`config.mk`:
```
export PLATFORM = sky130hd
export DESIGN_NAME = swap_seq
export DESIGN_NICKNAME = d
export VERILOG_FILES = /design/src/rtl/swap_seq.sv
export SDC_FILE = /design/constraint.sdc
export NUM_CORES = 1
export LEC_CHECK = 0
export BUFFER_PORTS_ARGS = -buffer_cell sky130_fd_sc_hd__buf_2
export CORE_MARGIN = 10
export CORE_UTILIZATION = 45
export DETAILED_ROUTE_END_ITERATION = 10
export PLACE_DENSITY_LB_ADDON = 0.1
export SLEW_MARGIN = 20
export SYNTH_ARGS = -nofsm -noshare
export SYNTH_HDL_FRONTEND = slang
export SYNTH_SLANG_ARGS = --single-unit
export TNS_END_PERCENT = 50
```
`constraint.sdc`:
```
create_clock -name ck -period 4.1 [get_ports ck]
set_input_delay 1.025 -clock ck [delete_from_list [all_inputs] [get_ports ck]]
set_output_delay 1.025 -clock ck [all_outputs]
set_load 0.05 [all_outputs]
```
`src/rtl/swap_seq.sv`:
```
// Sequencer that issues a counted series of one-cycle swap requests to a swap unit,
// waits for each to complete, and flags a timeout if the unit never acknowledges.
module swap_seq #(
  parameter int CNT_W = 4,
  parameter int TMO   = 7
) (
  input  logic             ck,
  input  logic             rst,
  input  logic             start,
  input  logic [CNT_W-1:0] n,
  input  logic             done_in,
  output logic             w,
  output logic             busy,
  output logic             finished,
  output logic             err,
  output logic [CNT_W-1:0] completed
);

  // Counter only has to reach TMO-1, the value at which the last permitted ACK cycle ends.
  localparam int TW = (TMO < 2) ? 1 : $clog2(TMO);

  typedef enum logic [1:0] {
    IDLE,
    REQ,
    ACK,
    WAIT
  } state_t;

  state_t           state;
  state_t           state_nx;
  logic             w_nx;
  logic             fin_nx;
  logic             err_nx;
  logic [CNT_W-1:0] cmp_nx;
  logic [CNT_W-1:0] n_lat;
  logic [CNT_W-1:0] n_nx;
  logic [TW-1:0]    tmo_cnt;
  logic [TW-1:0]    tmo_nx;

  always_ff @(posedge ck) begin
    if (!rst) begin
      state     <= IDLE;
      w         <= 1'b0;
      finished  <= 1'b0;
      err       <= 1'b0;
      completed <= '0;
      tmo_cnt   <= '0;
    end else begin
      state     <= state_nx;
      w         <= w_nx;
      finished  <= fin_nx;
      err       <= err_nx;
      completed <= cmp_nx;
      tmo_cnt   <= tmo_nx;
    end
  end

  // The latched request length only matters once a sequence is running.
  always_ff @(posedge ck) begin
    n_lat <= n_nx;
  end

  always_comb begin
    state_nx = state;
    fin_nx   = 1'b0;
    err_nx   = err;
    cmp_nx   = completed;
    n_nx     = n_lat;
    tmo_nx   = tmo_cnt;

    case (state)
      IDLE: begin
        if (start) begin
          err_nx = 1'b0;
          cmp_nx = '0;
          if (n != '0) begin
            n_nx     = n;
            state_nx = REQ;
          end else begin
            fin_nx = 1'b1;
          end
        end
      end

      REQ: begin
        state_nx = ACK;
        tmo_nx   = '0;
      end

      ACK: begin
        if (!done_in) begin
          state_nx = WAIT;
        end else if (tmo_cnt == TW'(TMO - 1)) begin
          err_nx   = 1'b1;
          state_nx = IDLE;
        end else begin
          tmo_nx = tmo_cnt + TW'(1);
        end
      end

      WAIT: begin
        if (done_in) begin
          cmp_nx = completed + CNT_W'(1);
          if (cmp_nx == n_lat) begin
            state_nx = IDLE;
            fin_nx   = 1'b1;
          end else begin
            state_nx = REQ;
          end
        end
      end

      default: state_nx = IDLE;
    endcase

    // w is registered from the next state, so it is high exactly while in REQ.
    w_nx = (state_nx == REQ);
  end

  assign busy = (state != IDLE);

endmodule

```
==> out/metrics.yaml, run 1 <==
num-nets-final: 127
drv_cap: 0
grt_setup_unrepaired: "false"
p_switching_w: 0.0001140
tightest_slew_ns: 0.4433
drcViolationCount: 0
fin_crit_ns: 2.484
clkTransAtPathRegs_ns: 0.09
core_sq_um: 1922
antenna_found_initial: 0
setup_tns_ns: 0
place_area_sq_um: 985.9
syn_avg_cell_area_sq_um: 9.404
ys_seq_area_share_pct: 40.34
combinationalPowerShare_pct: 24.6
dpl.hpwl_microns: 1358
synthesis.area_sq_um: 893.4
p_sw_share_pct: 32.50
peakVddDrop_v: 0.0002084
fin_cells: 138
diodes: 0
criticalPathCategory: "flip-flop to output pin"
fmax_mhz: 402.6
area_delta_synth_final_pct: 13.31
dr.first_iter.drc_count: 5
routabilityCongestion: 0.7743
drt-total-wl_microns: 1687
power.internal_w: 0.0002367
drive_gt1_share_pct: 19.82
die_h_microns: 64.56
async_flop_share_pct: 0
clk_latency_ns: 0.29
cts_tree: "yes"
finalHoldViolCount: 0
die-area_sq_um: 4167
fin_area_sq_um: 1012
ant_nets: 0
yosysUniqueCellTypes: 35
finClkSkew_ns: 0.001712
fill_cells: 196
required_ns: 3.07
row_count: 16
num_vias: 713
grt_pass1_wl_microns: 2939
arrival_ns: 1.46
final_common_cell: "buf_2"
path_max_fanout: 9
ctsHoldBuffers: 0
grt_max_degree: 11
synthFlopType: "dfxtp_1"
io_buffers: 15
relSlewSlack_pct: 70.34
power.leakage_nw: 0.4217
yosys_warnings: 0
via_per_inst: 5.167
power_per_cell_area_nw_per_um2: 346.4
pwr-share-clk_pct: 24.5
final_cell_mix: "buf_2 (15), dfxtp_1 (12), inv_1 (8)"
hp-class: "flip-flop to flip-flop"
die_w_microns: 64.56
clock-sinks: 16
cts_buffers: 3
cp-end-kind: "output pin"
cts_resized: 0
clockBufferDepth: 2
seq_power_share_pct: 50.9
crit_path_start_kind: "flip-flop"
setup_viol: 0
power_w: 0.0003506
postCtsSetupRepairBufs: 0
start_util_pct: 46.48
grt_pass1_vias: 682
finalCritPeriodShare_pct: 60.58
overflow: 0
grt.total_usage_pct: 8.805
synth_seq_cells: 16
maxSlewViolCount: 0
wl_per_cell_microns: 12.22
drtPass1Iterations: 4
outcome: "finished clean"
final_util_pct: 52.67
syn_nets: 110
cts_root_buf: "clkbuf_4"
h-tree-depth: 1
syn_inst: 95
dp.cells: 134
ioPinCount: 16
synth_edf_count: 4
==> flip-flops by register name, indices dropped and copies added (netlist names) <==
signal and count:
completed 4, finished 1, err 1, state 2
w 1, n_lat 4, tmo_cnt 3
==> power groups by stage <==
stage	Combinational, W	Clock, W	Sequential [W]
CTS	0.0000867	0.0000886	0.000178
global route	0.0000960	0.0000952	0.000179
detailed placement	0.0000862	0	0.000182
finish	0.0000862	0.0000859	0.000178
floorplan	0.0000589	0	0.000189
global placement	0.0000864	0	0.000182
==> worst max-delay path, cell delays in order, from the launching register on <==
cell     delay (ns)
dfxtp_1        0.42
inv_1          0.09
ha_1           0.30
inv_1          0.10
buf_2          0.26
==> final timing paths <==
kind	start	end	slack, ns	cells after the start
max	state[0]	busy	1.62	4
min	completed[1]	completed[1]	0.49	2
max reg2reg	state[0]	w	2.35	6
min reg2reg	completed[1]	completed[1]	0.49	2
==> cell type report <==
cell class | count | area (sq um) | share of cell area, %
Clock buffer | 3 | 22.52 | 2.225
Clock inverter | 1 | 3.754 | 0.3708
Inverter | 8 | 30.03 | 2.967
Multi-Input combinational cell | 68 | 486.7 | 48.08
Sequential cell | 16 | 360.3 | 35.60
Tap cell | 27 | 33.78 | 3.337
Timing Repair Buffer | 15 | 75.07 | 7.417
==> synth_stat cells, types with 2 or more instances <==
| cell type | count | area [sq um] |
|---|---|---|
| nand3_1 | 5 | 25.02 |
| o31ai_1 | 3 | 22.52 |
| a211oi_1 | 2 | 15.01 |
| xor2_1 | 2 | 17.52 |
| inv_1 | 8 | 30.03 |
| nor2_1 | 5 | 18.77 |
| xnor2_1 | 4 | 35.03 |
| nand2_1 | 6 | 22.52 |
| a21oi_1 | 7 | 35.03 |
| o21ai_0 | 3 | 15.01 |
| ha_1 | 7 | 87.58 |
| dfxtp_1 | 12 | 240.2 |
| nor4_1 | 2 | 12.51 |
| nor3_1 | 2 | 10.01 |
| nand2b_1 | 2 | 12.51 |
| edfxtp_1 | 4 | 120.1 |
| nor2b_1 | 2 | 12.51 |
| o211a_1 | 2 | 20.02 |
==> metrics by stage <==
step	hold slack (ns)	setup slack (ns)
final	0.4878	1.616
after global routing	0.5036	1.518
after CTS	0.4851	1.613
after detailed placement	0.4743	1.869
after global placement	0.4669	1.889
after floorplan	0.4523	1.989
==> logic make-up after synthesis <==
family / synth area share [%]
AND/OR/NAND/NOR: 17.93
multiplexers: 1.260
AO/OA/AOI/OAI: 19.61
flip-flops: 40.34
buffers and inverters: 5.182
XOR/XNOR: 5.882
adder cells (fa/ha/maj): 9.803
==> per-layer routing <==
layer	GRT usage (%)	part of all wire [%]
met1	10.75	53
met2	12.56	39
met3	3.436	5.4
met4	5.615	2.3
met5	0	0
(Power assumes the default switching activity.)
==> run 2: changes to the inputs <==
==> constraint.sdc (replaced) <==
create_clock -name ck -period 2.2 [get_ports ck]
set_input_delay 0.55 -clock ck [delete_from_list [all_inputs] [get_ports ck]]
set_output_delay 0.55 -clock ck [all_outputs]
set_load 0.05 [all_outputs]
==> out/metrics.yaml, run 2 (synthesis gave the netlist of run 1 again) <==
outcome: "finished clean"
drive_gt1_share_pct: 19.82
reg_top3: "completed (4), n_lat (4), tmo_cnt (3)"
multi_input_area_sq_um: 486.7
regArea_sq_um: 360.3
num-nets-final: 127
final_common_cell: "buf_2"
cp_common_cell: "inv_1"
grt_pass1_wl_microns: 3291
arrival_ns: 1.45
tightest_slew_ns: 0.4674
dpl.hpwl_microns: 1483
die_h_microns: 64.56
via_per_inst: 5.217
grt_pass1_vias: 767
final_cell_mix: "buf_2 (15), dfxtp_1 (12), inv_1 (8)"
r2r_start: "state[0]"
place_area_sq_um: 985.9
drv_cap: 0
drtPass1Iterations: 4
num_vias: 720
overflow: 0
peakVddDrop_v: 0.0004314
hp-class: "primary input to flip-flop"
cp_slowest_cell: "dfxtp_1"
critPathBufInv: 3
cts_resized: 0
ctsHoldBuffers: 0
row_count: 16
crit_path_start_kind: "flip-flop"
clock-sinks: 16
io_buffers: 15
cts_root_buf: "clkbuf_4"
grt_max_degree: 11
ioPinCount: 16
path_max_fanout: 9
clkTransAtPathRegs_ns: 0.09
grt.total_usage_pct: 9.501
diodes: 0
drcViolationCount: 0
die-area_sq_um: 4167
cts_tree: "yes"
core_sq_um: 1922
cts_buffers: 3
fill_cells: 190
finalHoldViolCount: 0
die_w_microns: 64.56
start_util_pct: 46.48
postCtsSetupRepairBufs: 0
power_per_cell_area_nw_per_um2: 646.5
relSlewSlack_pct: 68.73
setup_tns_ns: 0
dr.first_iter.drc_count: 14
dp.cells: 134
finClkSkew_ns: 0.001844
antenna_found_initial: 0
path_cells: "inv_1, ha_1, inv_1, buf_2"
criticalPathCategory: "flip-flop to output pin"
fin_cells: 138
h-tree-depth: 1
clk_latency_ns: 0.28
fmax_mhz: 498.9
routabilityCongestion: 0.7630
maxSlewViolCount: 0
area_delta_synth_final_pct: 13.31
crit_start: "state[0]"
grt_setup_unrepaired: "false"
fin_area_sq_um: 1012
fin_crit_ns: 2.005
clockBufferDepth: 2
required_ns: 1.65
worstHoldStart: "n[2]"
finalCritPeriodShare_pct: 91.12
ant_nets: 0
cp-end-kind: "output pin"
setup_viol: 0
wl_per_cell_microns: 13.09
power.leakage_nw: 0.4213
cpLargestDelayFamily: "buffers and inverters"
drt-total-wl_microns: 1806
critical_path.max_stage_delay_ns: 0.42
run 2: cell count changes in the layout (fill, tap and decap cells not counted):
cell	change
clkinv_1	-1
clkbuf_1	+1
run 2: final timing paths:
check,endpoint,slack [ns],cells past startpoint
setup / recovery,busy,0.20,4
hold / removal,n_lat[2],0.45,1
setup reg to reg,w,0.40,6
hold reg to reg,tmo_cnt[1],0.49,2
run 2: per-stage QoR:
step	hold WS (ns)	total power, W	util (%)	worst slack [ns]
3_5_place_dp	0.4810	0.0004990	51.30	0.4023
3_3_place_gp	0.4832	0.0004972	51.30	0.3719
6_report	0.4496	0.0006544	52.67	0.1954
4_1_cts	0.4426	0.0006609	52.67	0.1981
5_1_grt	0.4391	0.0006947	52.67	0.07605
2_1_floorplan	0.4523	0.0004623	-	0.4024
run 2: power breakdown:
| group | switching [W] | leakage (nW) | total, W | internal, W |
|---|---|---|---|---|
| logic | 0.000107 | 0.271 | 0.000161 | 0.0000539 |
| registers | 0.0000109 | 0.135 | 0.000332 | 0.000321 |
| clock network | 0.0000909 | 0.0150 | 0.000161 | 0.0000705 |
| total | 0.000209 | 0.421 | 0.000654 | 0.000446 |
run 2: metal layers:
| metal | wire length, microns | global-route usage [%] | up-vias |
|---|---|---|---|
| met4 | 14 | 3.743 | 0 |
| li1 | - | - | 371 |
| met3 | 97 | 3.780 | 2 |
| met2 | 849 | 15.76 | 13 |
| met5 | 0 | 0 | - |
| met1 | 844 | 10.64 | 334 |
run 2: cell type report:
cell class                      instances  share of cell area, %
Sequential cell                        16                  35.60
Tap cell                               27                  3.337
Timing Repair Buffer                   15                  7.417
Multi-Input combinational cell         68                  48.08
Clock buffer                            4                  2.596
Inverter                                8                  2.967
